## config.mk

```make
export PLATFORM = sky130hd
export DESIGN_NAME = piso_serializer_flat
export DESIGN_NICKNAME = d
export VERILOG_FILES = /design/src/rtl/piso_serializer_pkg.sv /design/src/rtl/piso_serializer_if.sv /design/src/rtl/piso_serializer_bit_counter.sv /design/src/rtl/piso_serializer.sv /design/src/flat_wrapper.sv
export SDC_FILE = /design/constraint.sdc
export NUM_CORES = 1
export LEC_CHECK = 0
export CORE_UTILIZATION = 48
export DETAILED_ROUTE_END_ITERATION = 10
export GPL_TIMING_DRIVEN = 0
export PLACE_DENSITY_LB_ADDON = 0.25
export SYNTH_ARGS = -nofsm -noshare
export SYNTH_HDL_FRONTEND = slang
export SYNTH_HIERARCHICAL = 1
export SYNTH_SLANG_ARGS = --single-unit
```

## constraint.sdc

```tcl
create_clock -name clk -period 1.95 [get_ports clk]
set_input_delay 0.2925 -clock clk [delete_from_list [all_inputs] [get_ports clk]]
set_output_delay 0.2925 -clock clk [all_outputs]
set_load 0.02 [all_outputs]
```

## src/rtl/piso_serializer_pkg.sv

```systemverilog
`default_nettype none
// ============================================================================
//  Module   : piso_pkg
//  Brief    : Shared state encoding and width limits for the PISO serializer.
//  Revision : 1.0 - initial release
// ============================================================================

package piso_pkg;

    localparam int MAX_WIDTH = 64;
    localparam int MIN_WIDTH = 2;

    typedef enum logic [0:0] {
        IDLE  = 1'b0,
        SHIFT = 1'b1
    } state_t;

    function automatic bit width_ok(input int w);
        return (w >= MIN_WIDTH) && (w <= MAX_WIDTH);
    endfunction

endpackage : piso_pkg

`default_nettype wire

```

## src/rtl/piso_serializer_if.sv

```systemverilog
`default_nettype none
// ============================================================================
//  Module   : piso_serializer_if
//  Brief    : Parallel-load / serial-out bundle between a word source and the
//             serializer. The master drives words and shift enables.
//  Revision : 1.0 - initial release
// ============================================================================

interface piso_serializer_if #(
    parameter int WIDTH = 8
);
    import piso_pkg::*;

    logic             load;
    logic [WIDTH-1:0] parallel_in;
    logic             msb_first;
    logic             load_ready;
    logic             shift;
    logic             serial_out;
    logic             serial_valid;
    logic             last;
    logic             busy;

    modport master (
        output load,
        output parallel_in,
        output msb_first,
        output shift,
        input  load_ready,
        input  serial_out,
        input  serial_valid,
        input  last,
        input  busy
    );

    modport slave (
        input  load,
        input  parallel_in,
        input  msb_first,
        input  shift,
        output load_ready,
        output serial_out,
        output serial_valid,
        output last,
        output busy
    );

endinterface : piso_serializer_if

`default_nettype wire

```

## src/rtl/piso_serializer_bit_counter.sv

```systemverilog
`default_nettype none
// ============================================================================
//  Module   : bit_counter
//  Brief    : Modulo-MODULUS up counter with synchronous clear and a
//             terminal-count flag raised when the count equals MODULUS-1.
//  Revision : 1.0 - initial release
// ============================================================================

module bit_counter
    import piso_pkg::*;
#(
    parameter int MODULUS = 8
) (
    input  wire logic clk,
    input  wire logic reset,
    input  wire logic clear_i,
    input  wire logic inc_i,
    output logic      tc_o
);

    localparam int            CW   = $clog2(MODULUS);
    localparam logic [CW-1:0] c_TC = CW'(MODULUS - 1);

    logic [CW-1:0] count_q;
    logic [CW-1:0] count_d;

    always_comb begin
        count_d = count_q;
        if (clear_i) begin
            count_d = '0;
        end else if (inc_i) begin
            // Explicit wrap keeps the count below MODULUS for non-power-of-two widths
            count_d = (count_q == c_TC) ? '0 : count_q + CW'(1);
        end
    end

    always_ff @(posedge clk) begin
        if (reset) begin
            count_q <= '0;
        end else begin
            count_q <= count_d;
        end
    end

    assign tc_o = (count_q == c_TC);

endmodule : bit_counter

`default_nettype wire

```

## src/rtl/piso_serializer.sv

```systemverilog
`default_nettype none
// ============================================================================
//  Module   : piso_serializer
//  Brief    : Parallel-in serial-out shifter with per-word bit order, stall
//             support and gap-free back-to-back frames.
//  Revision : 1.0 - initial release
// ============================================================================

module piso_serializer
    import piso_pkg::*;
#(
    parameter int   WIDTH      = 8,
    parameter logic IDLE_LEVEL = 1'b0
) (
    input  wire logic       clk,
    input  wire logic       reset,
    piso_serializer_if.slave bus
);

    generate
        if (!width_ok(WIDTH)) begin : g_width_check
            $error("piso_serializer: WIDTH out of range");
        end
    endgenerate

    state_t           state_q;
    state_t           state_d;
    logic [WIDTH-1:0] shreg_q;
    logic [WIDTH-1:0] shreg_d;
    logic             order_q;
    logic             order_d;
    logic             sout_q;
    logic             sout_d;
    logic             svalid_q;
    logic             svalid_d;
    logic             last_q;
    logic             last_d;

    logic             w_tc;
    logic             w_shift_en;
    logic             w_ready;
    logic             w_accept;

    assign w_shift_en = (state_q == SHIFT) && bus.shift;
    assign w_ready    = (state_q == IDLE) || (w_shift_en && w_tc);
    assign w_accept   = bus.load && w_ready;

    bit_counter #(
        .MODULUS (WIDTH)
    ) u_bit_counter (
        .clk     (clk),
        .reset   (reset),
        .clear_i (w_accept),
        .inc_i   (w_shift_en),
        .tc_o    (w_tc)
    );

    always_comb begin
        state_d  = state_q;
        shreg_d  = shreg_q;
        order_d  = order_q;
        sout_d   = sout_q;
        svalid_d = 1'b0;
        last_d   = 1'b0;

        if (w_shift_en) begin
            svalid_d = 1'b1;
            last_d   = w_tc;
            if (order_q) begin
                sout_d  = shreg_q[WIDTH-1];
                shreg_d = {shreg_q[WIDTH-2:0], 1'b0};
            end else begin
                sout_d  = shreg_q[0];
                shreg_d = {1'b0, shreg_q[WIDTH-1:1]};
            end
            if (w_tc) begin
                state_d = IDLE;
            end
        end

        // A load on the final-bit cycle overrides the return to IDLE
        if (w_accept) begin
            shreg_d = bus.parallel_in;
            order_d = bus.msb_first;
            state_d = SHIFT;
        end
    end

    always_ff @(posedge clk) begin
        if (reset) begin
            state_q  <= IDLE;
            shreg_q  <= '0;
            order_q  <= 1'b0;
            sout_q   <= IDLE_LEVEL;
            svalid_q <= 1'b0;
            last_q   <= 1'b0;
        end else begin
            state_q  <= state_d;
            shreg_q  <= shreg_d;
            order_q  <= order_d;
            sout_q   <= sout_d;
            svalid_q <= svalid_d;
            last_q   <= last_d;
        end
    end

    assign bus.load_ready   = w_ready;
    assign bus.serial_out   = sout_q;
    assign bus.serial_valid = svalid_q;
    assign bus.last         = last_q;
    assign bus.busy         = (state_q == SHIFT);

endmodule : piso_serializer

`default_nettype wire

```

## src/flat_wrapper.sv

```systemverilog
// flat-port wrapper written by rule: the top's interface ports become plain ports
module piso_serializer_flat import piso_pkg::*;
#(
    parameter int   WIDTH      = 8,
    parameter logic IDLE_LEVEL = 1'b0
)
  (clk, reset, bus_load, bus_parallel_in, bus_msb_first, bus_shift, bus_load_ready, bus_serial_out, bus_serial_valid, bus_last, bus_busy);
  piso_serializer_if #(.WIDTH(WIDTH)) bus_i ();
  input  wire logic clk;
  input  wire logic reset;
  input wire logic [$bits(bus_i.load)-1:0] bus_load;
  input wire logic [$bits(bus_i.parallel_in)-1:0] bus_parallel_in;
  input wire logic [$bits(bus_i.msb_first)-1:0] bus_msb_first;
  input wire logic [$bits(bus_i.shift)-1:0] bus_shift;
  output wire logic [$bits(bus_i.load_ready)-1:0] bus_load_ready;
  output wire logic [$bits(bus_i.serial_out)-1:0] bus_serial_out;
  output wire logic [$bits(bus_i.serial_valid)-1:0] bus_serial_valid;
  output wire logic [$bits(bus_i.last)-1:0] bus_last;
  output wire logic [$bits(bus_i.busy)-1:0] bus_busy;
  assign bus_i.load = bus_load;
  assign bus_i.parallel_in = bus_parallel_in;
  assign bus_i.msb_first = bus_msb_first;
  assign bus_i.shift = bus_shift;
  assign bus_load_ready = bus_i.load_ready;
  assign bus_serial_out = bus_i.serial_out;
  assign bus_serial_valid = bus_i.serial_valid;
  assign bus_last = bus_i.last;
  assign bus_busy = bus_i.busy;
  piso_serializer #(.WIDTH(WIDTH), .IDLE_LEVEL(IDLE_LEVEL)) u_core (.clk(clk), .reset(reset), .bus(bus_i));
endmodule
```

==> flow_summary.yaml <==
outcome:
  status: "finished clean"
cells_and_area:
  syn2layout_area_growth_pct: 25.55
  drive_above_1_share_pct: 13.21
  nets: 123
  num_antenna_cells: 0
  n_fill_cell: 138
  final_cells: 122
  finish.instance_area_um2: 1008
  fin_util_pct: 65.42
logic_synthesis:
  synth-edff-count: 0
  syn_inst: 87
  yosys-top-cells-area: "dfxtp_1 (40%), mux2i_1 (10%), a21oi_1 (8.7%)"
  synth_area_per_cell_um2: 9.233
  synth_fp_nets: 102
  yosys.area.top_type: "dfxtp_1"
  synth_ff_type: "dfxtp_1"
  seq_area_frac_synth_pct: 39.88
  synth_top_area_share_pct: 39.88
  async_flop_share_pct: 0
  ys_types: 27
  syn-cell-area_um2: 803.3
  ys_ff_latch: 16
  yosysWarnings: 6
  yosys-top-cells-count: "dfxtp_1 (16), a21oi_1 (14), mux2i_1 (8), nand3_1 (8), a221o_1 (6)"
  synth_most_common_cell: "dfxtp_1"
timing:
  finalMaxSlewViolations: 0
  hold_viol: 0
  maxSlewHeadroom_pct: 69.60
  setup_viol: 0
  fin_crit_sh_pct: 93.49
  rsz0062_at_grt: "no"
  fin_skew_ns: 0.001205
  fin_crit_ns: 1.823
  worst_slew_pin_slew_ns: 0.4560
  fin_ws_ns: 0.1269
  max_freq_ghz: 0.5485
clocking:
  clkLatencyLatePin_ns: 0.28
  clkTransAtPathRegs_ns: 0.09
  clockBufferDepth: 2
  cts-buffers-inserted: 3
  cts.sinks: 16
  cts_htree_levels: 1
  tritoncts: "yes"
  cts_root_buf: "clkbuf_4"
placement:
  dpl-instance-area_um2: 973.4
  place_inst: 118
  gp_congestion: 0.7974
  port_buffers: 15
  hpwl_um: 1165
  pre_cts_slack_ns: -0.2531
global_route:
  grt-ovfl-total: 0
  grt_pass1_wl_um: 2856
  antenna_found_initial: 0
  grt_pass1_vias: 658
  grt_usage_pct: 20.85
  grt_max_degree: 18
drt:
  drt_wl_total_um: 1728
  routed.top_layer: "met4"
  wl_per_cell_um: 14.16
  final_antenna_net_count: 0
  drt-vias-per-instance: 6.139
  initialDrtViolationCount: 21
  drt-met1-wl_um: 872
  vias: 749
  drt_first_pass_iters: 4
  wl_met2_um: 736
  drc_errors: 0
  wl_met3_um: 73
flow_run:
  maxCapViolCount: 0
critical_path:
  worstSetupStartpointType: "flop"
  critPathArrivalTime_ns: 1.53
  cp_max_fo: 17
  worstPathRequired_ns: 1.66
  endpoint_kind: "output port"
  critical_path_class: "reg2out"
floorplan:
  die_h_um: 42.91
  start_util_pct: 52.11
  core_um2: 1541
  ioPinCount: 18
  die_area_um2: 1841
  dieWidth_um: 42.91
  row_count: 14
power_and_ir_drop:
  p_leak_nw: 0.3654
  power_density_nw_per_um2: 662.8
  ir_drop_uv: 382.7
hold_path:
  min_path_type: "in2reg"
where the power goes:
| group | switching, mW | internal (mW) |
|---|---|---|
| sequential | 0.0131 | 0.345 |
| combinational | 0.0696 | 0.0695 |
| clock | 0.0997 | 0.0717 |
sequential cells by signal, indices dropped and copies added, names as in the netlist:
name	cells
u_core/bus.busy	1
u_core/bus.last	1
u_core/bus.serial_out	1
u_core/bus.serial_valid	1
u_core/order_q	1
u_core/shreg_q	8
u_core/u_bit_counter/count_q	3
final cells by class:
class                   instances  area (um2)  share of cell area [%]
multi-input cells              61       436.7                   43.30
flip-flops and latches         16       320.3                   31.76
repair buffers                 17       160.2                   15.88
plain buffers                   6       32.53                   3.226
clock buffers                   3       22.52                   2.233
well taps                      16       20.02                   1.985
inverters                       3       16.27                   1.613
per-stage QoR:
step | total power [mW] | TNS (ns) | hold slack [ns]
5_1_grt | 0.7026 | 0 | 0.4455
3_3_place_gp | 0.4959 | -0.1951 | 0.4763
6_report | 0.6684 | 0 | 0.4458
4_1_cts | 0.6673 | 0 | 0.4423
3_5_place_dp | 0.4994 | -0.2531 | 0.4833
2_1_floorplan | 0.4497 | 0 | 0.3571
worst paths after layout:
path | depth (start not counted) | to | slack, ns | startpoint
worst max register to register | 6 | u_core/shreg_q[6]$_SDFFE_PP0P_ | 0.31 | u_core/u_bit_counter/count_q[0]$_SDFFE_PP0P_
worst min-delay path | 3 | u_core/bus.serial_valid$_SDFF_PP0_ | 0.45 | bus_shift
worst max-delay path | 5 | bus_load_ready | 0.13 | u_core/u_bit_counter/count_q[0]$_SDFFE_PP0P_
worst min register to register | 2 | u_core/u_bit_counter/count_q[1]$_SDFFE_PP0P_ | 0.50 | u_core/u_bit_counter/count_q[1]$_SDFFE_PP0P_
worst max-delay path, cell delays in order, from the launching register on:
cell      delay, ns
dfxtp_1        0.34
ha_1           0.20
ha_2           0.22
a21boi_4       0.22
inv_6          0.09
buf_2          0.17
metal layers:
metal	vias up	track usage [%]
met5	-	0
met3	7	5.957
met4	0	13.13
li1	370	-
met2	21	30.00
met1	351	27.06
what timing repair did:
action | 4_1_cts | 5_1_grt
setup endpoints to repair | 1 | 1
pin swaps | 1 | 1
setup buffers | 1 | 1
resized for setup | 5 | 2
hold buffers | 0 | 0
layout by cell type (no fill, tap or decap), drive strengths merged, types with 2 or more instances in the layout:
cell type      instances
nor2                   3
ha                     2
nand3                  8
inv                    3
a221o                  6
nor3                   3
mux2i                  8
a21oi                 14
dfxtp                 16
nand2                  2
a211oi                 3
nand2b                 2
clkdlybuf4s50         14
clkbuf                 6
buf                    6
logic make-up after synthesis:
kind of cell	count (synthesis)	synth area share (%)
compound gates	28	25.39
simple gates	23	15.58
flops	16	39.88
buf+inv	10	6.074
mux	8	9.969
fa+ha+maj	2	3.115
Power figures use the tool's default switching activity.
==> edit 1 (config.mk and constraints unchanged) <==
Reset style: asynchronous (`reset`), changed in 2 clocked blocks.
--- a/src/rtl/piso_serializer_bit_counter.sv
+++ b/src/rtl/piso_serializer_bit_counter.sv
@@ -34,7 +34,7 @@
         end
     end
 
-    always_ff @(posedge clk) begin
+    always_ff @(posedge clk or posedge reset) begin
         if (reset) begin
             count_q <= '0;
         end else begin
--- a/src/rtl/piso_serializer.sv
+++ b/src/rtl/piso_serializer.sv
@@ -86,7 +86,7 @@
         end
     end
 
-    always_ff @(posedge clk) begin
+    always_ff @(posedge clk or posedge reset) begin
         if (reset) begin
             state_q  <= IDLE;
             shreg_q  <= '0;
Formal check against the unedited RTL: differs if reset is asserted again (counterexample within 4 cycles, from zero or initial values and one cycle with reset high); with reset held inactive, the same outputs for 10 cycles.
==> edit 1 against the original RTL <==
  * Area after synthesis is 6.4% higher
  * Routed wire length is 12% lower
  * Cell count is 9.8% lower
  * Sequential cell count stayed put
  * Setup slack better by 0.033 ns
  * Cell area is 6.0% higher
  * Largest cell class unchanged
Power is not compared: it rests on default switching activity, and its combinational part moved more than twofold at a synthesized area within 25%.
==> edit 1: results (changes against the original RTL) <==
Status:
- The flow ran to the end, and the final reports show no timing, DRC or antenna violations.

Yosys:
- The commonest cells after synthesis are 16 x sky130_fd_sc_hd__dfrtp_1, 14 x sky130_fd_sc_hd__a21oi_1, 9 x sky130_fd_sc_hd__mux2i_1.
- By area the synthesized netlist is led by sky130_fd_sc_hd__dfrtp_1 47%, sky130_fd_sc_hd__mux2i_1 11%, sky130_fd_sc_hd__a21oi_1 8.2%, sky130_fd_sc_hd__mux2_2 7.9%, sky130_fd_sc_hd__ha_1 2.9%.
- The portion of netlist area occupied by mux cells is 20.20% (+10 points).
- The number of instances in the synthesized netlist is 74 (-15%).
- The number of distinct library cells after synthesis came to 26 (-3.7%).
- The post-synthesis net count is 89 (-13%).
- The post-synthesis sequential area ratio came to 46.85% (+7.0 points).
- The share of synthesized cell area in full adder, half adder and majority cells is 2.928% (-0.19 points).
- The share of async-settable or async-resettable flops after synthesis is 100.0% (+100 points).

Clock tree:
- The post-CTS setup-driven buffer insertion count is 0 (-1).

Place:
- The final HPWL from detailed placement is 1052 um (-9.7%).
- The post-place setup slack came to 0.05371 ns (+0.3068 ns).
- The cell area after placement came to 1035 um2 (+6.3%).

Final layout:
- The share of post-route cells with drive strength above 1 is 22.34% (+9.1 points).
- The total of fill cells in the finished design came to 135 (-2.2%).
- The net count reported at finish is 110 (-11%).

STA:
- The relative slew slack came to 67.42% (-2.2 points).
- The worst slack on hold paths came to 0.1942 ns (-0.2516 ns).
- The minimum setup slack in the final design came to 0.1602 ns (+0.03333 ns).
- The maximum clock skew at final layout is 0.001667 ns (+0.0004626 ns).

Hold path:
- The path class of the tightest hold or removal check is input pin to async pin.

Global route:
- The global-route met1 utilization is 23.50% (-3.6 points).
- The pin count of the biggest net entering global routing came to 16 (-2).
- The global routing met3 resource utilization is 3.673% (-2.3 points).
- The fraction of met2 tracks used by global routing came to 28.82% (-1.2 points).
- The total routing usage reported by global routing is 18.15% (-2.7 points).
- The number of global-route vias before repair is 606 (-7.9%).
- The global-route wire length before repair is 2539 um (-11%).

Worst setup path:
- The launching point of the worst reg2reg path is u_core/u_bit_counter/count_q[0].
- The maximum cell stage delay along the critical path was 0.41 ns (+0.07 ns).
- The setup slack of the worst register-to-register path is 0.33 ns (+0.02 ns).
- The standard cell with the maximum stage delay on the critical path is sky130_fd_sc_hd__dfrtp_1.
- The arrival time of data at the critical path endpoint is 1.50 ns (-0.03 ns).
- The critical-path maximum fanout is 5 (-12).

Drt:
- The DRC marker count from the first detailed-route iteration came to 18 (-14%).
- The routed length on met1 is 697 um (-20%).
- The detail-routed net length per standard cell is 13.84 um (-2.3%).
- The wire length on met3 is 67 um (-8.2%).
==> edit 1: cell type report <==
class                   instances  area, um2  area share (%)
plain buffers                   4      31.28           2.927
clock buffers                   4      36.28           3.396
inverters                       3      13.76           1.288
multi-input cells              51      411.6           38.52
flip-flops and latches         16      400.4           37.47
well taps                      16      20.02           1.874
repair buffers                 16      155.1           14.52
==> edit 1: worst min path at each step <==
stage                                       to  depth (start not counted)
2_1_floorplan  u_core/u_bit_counter/count_q[0]                          1
3_3_place_gp   u_core/u_bit_counter/count_q[2]                          2
3_5_place_dp   u_core/u_bit_counter/count_q[2]                          2
4_1_cts        u_core/u_bit_counter/count_q[2]                          2
5_1_grt        u_core/u_bit_counter/count_q[2]                          2
6_report       u_core/u_bit_counter/count_q[1]                          2
==> edit 1: report_power, final <==
group	internal, mW	switching, mW	leakage (nW)	total, mW
logic	0.313	0.252	0.258	0.565
registers	0.467	0.0949	0.185	0.562
clock network	0.113	0.0979	0.0210	0.211
total	0.893	0.445	0.463	1.34
==> edit 2 (same flow settings) <==
Made on the original files. `WIDTH` is set to 8 in 3 places; all go to 4.
--- a/src/rtl/piso_serializer_if.sv
+++ b/src/rtl/piso_serializer_if.sv
@@ -7,7 +7,7 @@
 // ============================================================================
 
 interface piso_serializer_if #(
-    parameter int WIDTH = 8
+    parameter int WIDTH = 4
 );
     import piso_pkg::*;
 
--- a/src/rtl/piso_serializer.sv
+++ b/src/rtl/piso_serializer.sv
@@ -9,7 +9,7 @@
 module piso_serializer
     import piso_pkg::*;
 #(
-    parameter int   WIDTH      = 8,
+    parameter int   WIDTH      = 4,
     parameter logic IDLE_LEVEL = 1'b0
 ) (
     input  wire logic       clk,
--- a/src/flat_wrapper.sv
+++ b/src/flat_wrapper.sv
@@ -1,7 +1,7 @@
 // flat-port wrapper written by rule: the top's interface ports become plain ports
 module piso_serializer_flat import piso_pkg::*;
 #(
-    parameter int   WIDTH      = 8,
+    parameter int   WIDTH      = 4,
     parameter logic IDLE_LEVEL = 1'b0
 )
   (clk, reset, bus_load, bus_parallel_in, bus_msb_first, bus_shift, bus_load_ready, bus_serial_out, bus_serial_valid, bus_last, bus_busy);
Ports: changed (resized bus_parallel_in); port bits go from 18 to 14. No check against the original RTL was run, so the function may have changed too.
==> edit 2 against the original RTL <==
  * Critical endpoint unchanged
  * Routed wire length is 42% lower
  * Area after synthesis down 37%
  * Largest cell class unchanged
  * Critical path depth is 1 lower
  * Total power down 32%
  * Global-route usage down 1.5 points
  * Clock skew rose by 0.0044 ns
  * Largest power group unchanged
  * Combinational power down 40%
  * Setup slack better by 0.0050 ns
  * Sequential cell count shrank 5
  * Cell area is 35% lower
==> edit 2: results (changes against the original RTL) <==
Status:
- The flow ran to the end, and the final reports show no timing, DRC or antenna violations.

Yosys:
- The portion of netlist area occupied by mux cells is 7.921% (-2.0 points).
- Among all flip-flop cells after synthesis, the most frequent one is sky130_fd_sc_hd__dfxtp_1.
- The number of distinct library cells after synthesis was 25 (-7.4%).
- In the synthesized netlist, the cells that appear most often are 11 x sky130_fd_sc_hd__dfxtp_1, 6 x sky130_fd_sc_hd__a21oi_1, 4 x sky130_fd_sc_hd__mux2i_1, 4 x sky130_fd_sc_hd__nand3_1.
- Yosys attributes the largest share of cell area to sky130_fd_sc_hd__dfxtp_1 44%, sky130_fd_sc_hd__mux2i_1 7.9%, sky130_fd_sc_hd__a21oi_1 5.9%, sky130_fd_sc_hd__a221o_1 4.0%, sky130_fd_sc_hd__nand3_1 4.0%.
- The post-synthesis sequential area ratio was 43.56% (+3.7 points).
- The post-synthesis area per instance is 9.361 um2 (+1.4%).
- The share of synthesized cell area in full adder, half adder and majority cells is 2.475% (-0.64 points).
- The area fraction in compound gates after synthesis is 23.02% (-2.4 points).
- The post-synthesis net count was 64 (-37%).

Clock tree:
- The clock root buffer is sky130_fd_sc_hd__clkbuf_2.
- The clock-pin transition on the worst setup and hold timing paths was 0.11 ns (+0.02 ns).
- The source-to-sink clock delay at the later pin of the worst-skew pair is 0.26 ns (-0.02 ns).

Place:
- The routability-driven placement congestion ratio is 0.8303 (+4.1%).
- The total placed cells including tap cells is 79 (-33%).
- The number of buffers inserted by port buffering is 12 (-3).
- The post-place setup slack is -0.04241 ns (+0.2106 ns).
- The cell area after placement came to 641.9 um2 (-34%).
- The final HPWL from detailed placement came to 731.3 um (-37%).

Power:
- The leakage power total is 0.2433 nW (-33%).
- The maximum vdd drop was 0.4052 mV (+5.9%).

STA:
- The relative slew slack is 75.76% (+6.2 points).
- The maximum clock skew at final layout is 0.005639 ns (+0.004434 ns).

Worst setup path:
- The kind of cell with the highest combined delay along the critical path is buffers and inverters.
- The critical-path maximum fanout is 9 (-8).
- The standard cell with the maximum stage delay on the critical path is sky130_fd_sc_hd__dfxtp_1.

Global route:
- The global-route wire length before repair is 1380 um (-52%).
- The total routing usage reported by global routing is 19.30% (-1.5 points).
- The pin count of the biggest net entering global routing is 10 (-8).
- The number of global-route vias before repair is 340 (-48%).

Drt:
- The via-per-instance ratio is 5.627 (-8.4%).
- The DRC marker count from the first detailed-route iteration is 27 (+29%).
- The detail-routed net length per standard cell was 12.13 um (-14%).

Final layout:
- The share of post-route cells with drive strength above 1 is 10.00% (-3.2 points).
- The count of placed standard cells in the final layout, fillers left out is 83 (-32%).
- The total of fill cells in the finished design came to 74 (-46%).
- The largest registers in the layout are u_core/shreg_q x4, u_core/u_bit_counter/count_q x2.
- The net count reported at finish is 81 (-34%).
[edit 2: logic make-up (layout without fill, tap and decap cells)]
logic type               after synthesis  after routing
AND/OR/NAND/NOR                       17             17
AO/OA/AOI/OAI                         15             15
flip-flops                            11             11
buffers and inverters                  6             22
multiplexers                           4              4
adder cells (fa/ha/maj)                1              1
[edit 2: area by class of cell]
cell class | instances | area [um2] | area share [%]
flip-flops and latches | 11 | 220.2 | 33.40
repair buffers | 12 | 118.9 | 18.03
well taps | 13 | 16.27 | 2.467
clock buffers | 4 | 18.77 | 2.846
multi-input cells | 37 | 260.3 | 39.47
inverters | 3 | 13.76 | 2.087
plain buffers | 3 | 11.26 | 1.708
[edit 2: path summary, 6_finish.rpt]
kind,from,endpoint,slack (ns),cells past startpoint
setup / recovery,u_core/u_bit_counter/count_q[0],bus_load_ready,0.13,4
hold / removal,bus_load,u_core/shreg_q[1],0.42,3
setup reg to reg,u_core/u_bit_counter/count_q[0],u_core/shreg_q[2],0.43,5
hold reg to reg,u_core/bus.serial_out,u_core/bus.serial_out,0.52,2
[edit 2: layer usage]
layer | track usage, % | part of all wire [%] | vias up | wire (um)
li1 | - | - | 233 | -
met1 | 27.60 | 49 | 211 | 496
met2 | 25.60 | 44 | 19 | 444
met3 | 7.759 | 4.9 | 4 | 49
met4 | 7.407 | 1.6 | 0 | 16
met5 | 0 | 0 | - | 0
[edit 2: timing repair]
action                     in CTS  in global routing
hold buffers                    0                  0
buffers inserted                0                  0
resized for setup               1                  0
setup endpoints to repair       1                  0
hold endpoints to repair        0                  0
[edit 2: report_power, final]
part | switching, mW | internal (mW)
registers | 0.00916 | 0.236
logic | 0.0420 | 0.0416
clock network | 0.0778 | 0.0496
total | 0.129 | 0.328
